## src/rtl/axi_rab_pkg.sv

```systemverilog
// Shared types and defaults for the RAB AXI4 read-address sequencing logic.
package axi_rab_pkg;

  typedef enum logic [2:0] {
    AR_IDLE      = 3'd0,
    AR_LOOKUP    = 3'd1,
    AR_ACCEPT    = 3'd2,
    AR_DROP      = 3'd3,
    AR_WAIT_SENT = 3'd4
  } ar_state_e;

  localparam int unsigned LOOKUP_TIMEOUT_DEFAULT = 64;
  localparam int unsigned MISS_CNT_WIDTH         = 16;

  function automatic logic [MISS_CNT_WIDTH-1:0] sat_inc(input logic [MISS_CNT_WIDTH-1:0] v);
    return (&v) ? v : v + MISS_CNT_WIDTH'(1);
  endfunction

endpackage

```

## src/rtl/axi4_drop_desc_reg.sv

```systemverilog
// Drop descriptor register: holds ID/length for the R-channel error responder
// until the responder takes it while the master still presents the AR.
module axi4_drop_desc_reg #(
  parameter int unsigned ID_W  = 4,
  parameter int unsigned LEN_W = 8
) (
  input  logic             clk_i,
  input  logic             rst_ni,
  input  logic             load_i,
  input  logic [ID_W-1:0]  id_i,
  input  logic [LEN_W-1:0] len_i,
  input  logic             ready_i,
  input  logic             arvalid_i,
  output logic             valid_o,
  output logic [ID_W-1:0]  id_o,
  output logic [LEN_W-1:0] len_o,
  output logic             fire_o
);

  logic             valid_q;
  logic [ID_W-1:0]  id_q;
  logic [LEN_W-1:0] len_q;

  // The drop completes only when the AR it refers to is still on the bus.
  assign fire_o  = valid_q & ready_i & arvalid_i;
  assign valid_o = valid_q;
  assign id_o    = id_q;
  assign len_o   = len_q;

  always_ff @(posedge clk_i or negedge rst_ni) begin
    if (!rst_ni) begin
      valid_q <= 1'b0;
      id_q    <= '0;
      len_q   <= '0;
    end else if (load_i && !valid_q) begin
      valid_q <= 1'b1;
      id_q    <= id_i;
      len_q   <= len_i;
    end else if (fire_o) begin
      valid_q <= 1'b0;
    end
  end

endmodule

```

## src/rtl/axi4_arch_lookup_ctrl.sv

```systemverilog
// AR sequencing controller: captures an AR, runs one translation lookup and
// either forwards it to the AR sender or drops it to the error responder.
module axi4_arch_lookup_ctrl
  import axi_rab_pkg::*;
#(
  parameter int unsigned C_AXI_ID_WIDTH   = 4,
  parameter int unsigned C_LOOKUP_TIMEOUT = LOOKUP_TIMEOUT_DEFAULT
) (
  input  logic                      axi4_aclk,
  input  logic                      axi4_arstn,
  input  logic                      s_axi4_arvalid,
  input  logic [C_AXI_ID_WIDTH-1:0] s_axi4_arid,
  input  logic [31:0]               s_axi4_araddr,
  input  logic [7:0]                s_axi4_arlen,
  input  logic                      trans_sent,
  output logic                      trans_accept,
  output logic                      trans_drop,
  output logic                      lookup_req,
  output logic [31:0]               lookup_addr,
  input  logic                      lookup_done,
  input  logic                      lookup_hit,
  input  logic                      lookup_prot,
  output logic                      drop_valid,
  output logic [C_AXI_ID_WIDTH-1:0] drop_id,
  output logic [7:0]                drop_len,
  input  logic                      drop_ready,
  output logic                      miss_irq,
  output logic [31:0]               miss_addr,
  output logic [MISS_CNT_WIDTH-1:0] miss_cnt
);

  localparam logic [7:0] TIMEOUT_LAST = 8'(C_LOOKUP_TIMEOUT - 1);

  ar_state_e                 state_q, state_d;
  logic [31:0]               addr_q;
  logic [C_AXI_ID_WIDTH-1:0] id_q;
  logic [7:0]                len_q;
  logic [7:0]                tcnt_q;
  logic                      accept_q;
  logic [31:0]               miss_addr_q;
  logic [MISS_CNT_WIDTH-1:0] miss_cnt_q;

  logic capture;
  logic drop_load;
  logic drop_fire;

  always_comb begin
    state_d   = state_q;
    capture   = 1'b0;
    drop_load = 1'b0;
    case (state_q)
      AR_IDLE: begin
        if (s_axi4_arvalid) begin
          capture = 1'b1;
          state_d = AR_LOOKUP;
        end
      end
      AR_LOOKUP: begin
        // A result in the final timeout cycle still wins over the timeout.
        if (lookup_done) begin
          state_d = (lookup_hit && !lookup_prot) ? AR_ACCEPT : AR_DROP;
        end else if (tcnt_q == TIMEOUT_LAST) begin
          state_d = AR_DROP;
        end
        drop_load = (state_d == AR_DROP);
      end
      AR_ACCEPT:    state_d = trans_sent ? AR_IDLE : AR_WAIT_SENT;
      AR_WAIT_SENT: if (trans_sent) state_d = AR_IDLE;
      AR_DROP:      if (drop_fire) state_d = AR_IDLE;
      default:      state_d = AR_IDLE;
    endcase
  end

  always_ff @(posedge axi4_aclk or negedge axi4_arstn) begin
    if (!axi4_arstn) begin
      state_q  <= AR_IDLE;
      addr_q   <= '0;
      id_q     <= '0;
      len_q    <= '0;
      tcnt_q   <= '0;
      accept_q <= 1'b0;
    end else begin
      state_q  <= state_d;
      accept_q <= (state_d == AR_ACCEPT);
      if (capture) begin
        addr_q <= s_axi4_araddr;
        id_q   <= s_axi4_arid;
        len_q  <= s_axi4_arlen;
        tcnt_q <= '0;
      end else if (state_q == AR_LOOKUP) begin
        tcnt_q <= tcnt_q + 8'd1;
      end
    end
  end

  always_ff @(posedge axi4_aclk or negedge axi4_arstn) begin
    if (!axi4_arstn) begin
      miss_addr_q <= '0;
      miss_cnt_q  <= '0;
    end else if (drop_fire) begin
      miss_addr_q <= addr_q;
      miss_cnt_q  <= sat_inc(miss_cnt_q);
    end
  end

  axi4_drop_desc_reg #(
    .ID_W  (C_AXI_ID_WIDTH),
    .LEN_W (8)
  ) u_drop_desc (
    .clk_i     (axi4_aclk),
    .rst_ni    (axi4_arstn),
    .load_i    (drop_load),
    .id_i      (id_q),
    .len_i     (len_q),
    .ready_i   (drop_ready),
    .arvalid_i (s_axi4_arvalid),
    .valid_o   (drop_valid),
    .id_o      (drop_id),
    .len_o     (drop_len),
    .fire_o    (drop_fire)
  );

  assign lookup_req   = (state_q == AR_LOOKUP);
  assign lookup_addr  = addr_q;
  assign trans_accept = accept_q;
  assign trans_drop   = drop_fire;
  assign miss_irq     = drop_fire;
  assign miss_addr    = miss_addr_q;
  assign miss_cnt     = miss_cnt_q;

endmodule

```

## config.mk

```make
export PLATFORM = sky130hd
export DESIGN_NAME = axi4_arch_lookup_ctrl
export DESIGN_NICKNAME = d
export VERILOG_FILES = /design/src/rtl/axi_rab_pkg.sv /design/src/rtl/axi4_drop_desc_reg.sv /design/src/rtl/axi4_arch_lookup_ctrl.sv
export SDC_FILE = /design/constraint.sdc
export NUM_CORES = 1
export LEC_CHECK = 0
export CAP_MARGIN = 25
export CORE_MARGIN = 2
export CORE_UTILIZATION = 50
export DETAILED_ROUTE_END_ITERATION = 7
export PLACE_DENSITY_LB_ADDON = 0.1
export SLEW_MARGIN = 20
export SYNTH_ARGS = -nofsm -noshare
export SYNTH_HDL_FRONTEND = slang
export SYNTH_HIERARCHICAL = 1
export SYNTH_SLANG_ARGS = --single-unit
export TNS_END_PERCENT = 30
```

## constraint.sdc

```tcl
create_clock -name axi4_aclk -period 3.4 [get_ports axi4_aclk]
set_input_delay 0.51 -clock axi4_aclk [delete_from_list [all_inputs] [get_ports axi4_aclk]]
set_output_delay 0.51 -clock axi4_aclk [all_outputs]
set_load 0.005 [all_outputs]
```

# Yosys cells after proc, flatten, opt, wreduce, memory -nomap -nowiden

Cells that the tools add are included.
Widths: inputs -> output; s select.

Bits in registers: 117
Bits of input ports: 52
Output and inout bits: 97

Multiplexer cells: 16
Reduce and logical (&&, ||, !) cells: 9
Eq/ne operators: 7
Bitwise gates (word level): 3
Add/sub/neg operators: 2

Operators with widths:

| operator              | number |
|---|---|
| $mux 3                | 7 |
| $add 16x1->16 const B | 1 |
| $mux 8                | 2 |
| $reduce_and 16->1     | 1 |
| $pmux 3 s5            | 1 |
| $eq 3x2->1 const B    | 4 |
| $add 8x1->8 const B   | 1 |
| $eq 8x6->1 const B    | 1 |
| $mux 1                | 6 |
| $reduce_bool 2->1     | 2 |
| $eq 3x1->1 const B    | 1 |
| $eq 3x3->1 const B    | 1 |
| $logic_not 3->1       | 1 |
| $and 1x1->1           | 2 |
| $logic_and 1x1->1     | 2 |
| $logic_not 1->1       | 2 |
| $reduce_and 2->1      | 1 |
| $not 1->1             | 1 |

# Logic depth before layout (Yosys ltp)

Depth in word-level cells: 9
Depth in mapped cells: 8
Depth with buffers taken out: 5

# Cells and area by module

Netlist, hierarchy kept.

Modules (own cells, without submodules):

| module                | times used | cells an instance | seq. area each (um2) | area an instance (um2) |
|---|---|---|---|---|
| axi4_arch_lookup_ctrl | 1          | 288               | 2602.5               | 4261.6 |
| axi4_drop_desc_reg    | 1          | 30                | 325.3                | 546.8 |

# Worst setup path before layout

OpenSTA, ideal clock, no wires.

Path kind: input-to-reg
Start: input drop_ready
End: register miss_cnt_q[15], in the netlist miss_cnt[15]
Buffers on the path: 1
Data arrival time: 1784 ps
Cell stages on the path: 6
Setup slack: 1491 ps
Required time: 3275 ps
Library setup time: 125 ps
Path through: and3_2 buf_2 and4_1 nand2_1 nor3_1 mux2_2

Longest elaborated chain between the ends: 3

RTL lines:

| item                       | RTL line                     | source |
|---|---|---|
| from (decl)                | axi4_arch_lookup_ctrl.sv:26  | `input logic drop_ready,` |
| $and 1x1->1 (2 in series)  | axi4_drop_desc_reg.sv:25     | `assign fire_o = valid_q & ready_i & arvalid_i;` |
| $reduce_and 2->1 (no line) | n/a                          |  |
| to (signal assigned)       | axi4_arch_lookup_ctrl.sv:102 | `miss_cnt_q <= sat_inc(miss_cnt_q);` |
| to (decl)                  | axi4_arch_lookup_ctrl.sv:41  | `logic [MISS_CNT_WIDTH-1:0] miss_cnt_q;` |

No other way between the ends.
A chain may end at the register's enable or synchronous reset.

# Worst setup path after layout

Start: register state_q[1]
End: output lookup_req

Longest elaborated chain between the ends: 1

RTL lines:

| item                   | RTL line                     | source |
|---|---|---|
| from (decl)            | axi4_arch_lookup_ctrl.sv:34  | `ar_state_e state_q, state_d;` |
| from (signal assigned) | axi4_arch_lookup_ctrl.sv:83  | `state_q <= state_d;` |
| $eq 3x1->1             | axi4_arch_lookup_ctrl.sv:123 | `assign lookup_req = (state_q == AR_LOOKUP);` |
| to (decl)              | axi4_arch_lookup_ctrl.sv:18  | `output logic lookup_req,` |

No other way between the ends.

==> out/summary.md <==
• 16.4 mm — first-pass GRT wire length
• input port to asynchronous set/reset pin — class of the worst hold path
• 0 — DRC Markers
• 4810 um^2 — Cell Area, Synth
• 3204 — via count of the first global-routing pass
• 0.406 GHz — Peak Freq
• 0 — total inserted antenna cells
• register to output port — CP Class
• 9280 um^2 — Std-Cell Core Area
• 147 x clkdlybuf4s50_1, 117 x dfrtp_1, 71 x mux2_2, 20 x mux2_4, 16 x clkbuf_16 — leading cell types in the layout, fill and taps excluded
• 2890 ps — required time at the worst-slack endpoint
• 5.07 — Avg Vias per Cell
• 0 — final number of max-transition violations
• 5.22 mm — Routed met2 length
• 21.0% — Overall Global Routing Usage
• 6 — cells on worst reg2reg path
• clkdlybuf4s50_1 — slowest cell on the critical path
• 6.97 mm — HPWL after DPL
• 3122 — count of vias placed by the detailed router
• clkdlybuf4s50_1 — most common cell after layout, fill and taps aside
• no — unrepaired setup endpoints after global routing
• 51.8% — starting density of the core
• 40 — number of distinct library cell variants in the gate-level netlist after synthesis
• 0 — antenna violations before repair
• 0 — GR Overflow Total
• 718 ps — transition at the pin with the smallest max-transition slack
• 585 — Inst Count DP
• output port — capturing element type of the critical path
• 1270 ps — worst setup slack for register-to-register paths
• 4 — CTS HTree Levels
• 60.9% — share of synthesized area occupied by flip-flops and latches
• 60 ps — clock-pin slew of the registers on the worst-case setup and hold paths
• 3.01 nW — reported leakage power
• finished clean — outcome
• 72.5% — share of the cycle needed by the critical path after routing
• 529 — Layout Nets
• 15.1 um^2 — mean post-synth cell area
• 16.9 um — DR WL/cell
• state_q[1] — Critical path origin
• 102 um — floorplan die width
• 4.35 mm — DRT met1 WL
• 148 — Port-buffer cells
• 17 — number of CTS-inserted buffers
• 4 — Pre-Repair DR Iteration Count
• 0.570 mV — maximum resistive drop on vdd
• 0 ps — total negative slack for setup checks
• 10400 um^2 — DIE AREA
• 733 um — met3 layer wire length in the routed design
• nor3b_1 > buf_4 > clkdlybuf4s50_1 — critical-path cell list
• 936 ps — min setup slack post-route
• 75.2% — Core Util, Final
• 2 — deepest clock path buffer count
• 0.811 — last weighted congestion value of the routability-driven placer
• 2460 ps — shortest clock period the worst path allows after layout
• 318 — cell count after synthesis
• 117 — total of flip-flops plus latches after synthesis
• 45.3% — area growth from synthesis to layout
• lookup_req — CP endpoint
• 10 — critical path peak fanout
• 1950 ps — arrival time of the worst setup path
• u_drop_desc/len_o[5] — worst reg2reg endpoint
• 500 ps — clock network latency to the later pin of the worst-skew pair
• 149 — number of I/O pins
• 0 — total of hold buffers inserted after clock tree synthesis
• 908 ps — minimum setup slack after placement
• 6 — Ys Warns
• 35 — placement row count
• 0 — Antenna Nets Post-Route
• 63 — pin count of the biggest net entering global routing
• 6.51 mW — overall power after layout
• 932 nW/um^2 — total power divided by cell area
• 80 — First DRT Iteration DRCs
• 27.5% — ratio of cells with drive above 1 in the final layout
• clkbuf_8 — clock root buffer master
• 520 ps — worst stage delay on the critical path
• 372 — post-synth net total
• 0 — setup violators final
• 0 — number of hold-slack violations in the final timing report
• 0 — count of instances resized after the clock tree is built
• 616 — non-filler cells in the finished layout
• 6390 um^2 — DP Area
• 102 um — chip height
• 0 — buffer count from post-CTS setup fixing
• met4 — uppermost layer routed
• state_q[1] — critical register-to-register path startpoint
• 49.9 ps — Post-Route Hold Slack
• 10.4 mm — DRT Wirelength
• 117 — clock tree sinks
• 52.1% — Slew headroom
• register — Startpoint Class
• 11.0 ps — clock skew after layout
• 6980 um^2 — area of all placed cells without fillers
• built — clock tree from TritonCTS
• 0 — max-capacitance violation count
==> worst min path at each step <==
| stage | end | cells past startpoint |
|---|---|---|
| finish | miss_cnt[12] | 1 |
| global route | miss_cnt[12] | 1 |
| CTS | miss_cnt[12] | 1 |
| detailed placement | miss_cnt[7] | 1 |
| global placement | u_drop_desc/id_o[3] | 1 |
| floorplan | id_q[0] | 0 |
==> state kept, by name, indices dropped and copies added, names as in the netlist <==
register / flops
id_q: 4
len_q: 8
lookup_addr: 32
miss_addr: 32
miss_cnt: 16
state_q: 3
tcnt_q: 8
trans_accept: 1
u_drop_desc/id_o: 4
u_drop_desc/len_o: 8
u_drop_desc/valid_o: 1
==> Yosys cell counts <==
| cell type | count | area share [%] |
|---|---|---|
| mux2_4 | 20 | 6.2 |
| and2_2 | 1 | 0.16 |
| ha_1 | 2 | 0.52 |
| nand3b_1 | 2 | 0.31 |
| and3_2 | 1 | 0.16 |
| nor3_4 | 1 | 0.34 |
| a211oi_1 | 1 | 0.16 |
| a21oi_1 | 4 | 0.42 |
| clkbuf_1 | 1 | 0.078 |
| xnor2_1 | 6 | 1.1 |
| buf_6 | 6 | 1.4 |
| nor3_1 | 3 | 0.31 |
| a21boi_2 | 1 | 0.23 |
| nor3b_1 | 1 | 0.16 |
| mux2_2 | 71 | 17 |
| o2111ai_1 | 1 | 0.18 |
| inv_1 | 2 | 0.16 |
| dfrtp_1 | 117 | 61 |
| and3_1 | 3 | 0.39 |
| o21bai_1 | 1 | 0.16 |
| nand2_1 | 8 | 0.62 |
| nor2b_4 | 1 | 0.29 |
| mux2i_1 | 2 | 0.42 |
| nor2_1 | 14 | 1.1 |
| a31oi_1 | 2 | 0.26 |
| nand3_1 | 7 | 0.73 |
| buf_1 | 3 | 0.23 |
| buf_4 | 1 | 0.16 |
| and2_1 | 1 | 0.13 |
| buf_2 | 3 | 0.31 |
| o211ai_1 | 1 | 0.16 |
| nand4_1 | 7 | 0.91 |
| nor4_2 | 1 | 0.26 |
| a21boi_0 | 1 | 0.16 |
| buf_12 | 1 | 0.42 |
| nor4b_4 | 1 | 0.49 |
| and4_1 | 4 | 0.73 |
| nor4b_1 | 1 | 0.18 |
| o21ai_0 | 1 | 0.10 |
| xor2_1 | 13 | 2.4 |
==> cell families (layout without fill, tap and decap cells) <==
| kind of cell | Yosys count | after routing | synth area share, % |
|---|---|---|---|
| flip-flops | 117 | 117 | 60.9 |
| XOR/XNOR | 19 | 19 | 3.46 |
| adder cells (fa/ha/maj) | 2 | 2 | 0.520 |
| buffers and inverters | 17 | 186 | 2.76 |
| AO/OA/AOI/OAI | 13 | 13 | 1.82 |
| AND/OR/NAND/NOR | 57 | 57 | 7.26 |
| multiplexers | 93 | 93 | 23.3 |
==> area by class of cell <==
class,instances,area [um^2]
Clock buffer,22,473
Inverter,2,7.51
Timing Repair Buffer,153,1540
Fill cell,641,2300
Clock inverter,9,125
Sequential cell,117,2930
Tap cell,129,161
Multi-Input combinational cell,184,1750
==> layer usage <==
layer  vias up  track usage, %
met1      1575            25.9
met4         0            8.00
met3         6            7.32
li1       1445               -
met2        96            34.5
met5         -               0
==> power by group <==
part | internal, mW | switching, mW | total [mW] | leakage [nW]
combinational | 1.60 | 0.711 | 2.31 | 1.28
clock | 1.18 | 0.592 | 1.78 | 0.293
sequential | 2.01 | 0.416 | 2.42 | 1.43
total | 4.79 | 1.72 | 6.51 | 3.01
==> worst max-delay path: cells and delay by family, from the launching register on <==
kind,cells,cell delay [ps]
DFF,1,480
and+or+nand+nor,1,250
buffers and inverters,2,730
No activity file was read; power rests on OpenSTA's default activity.
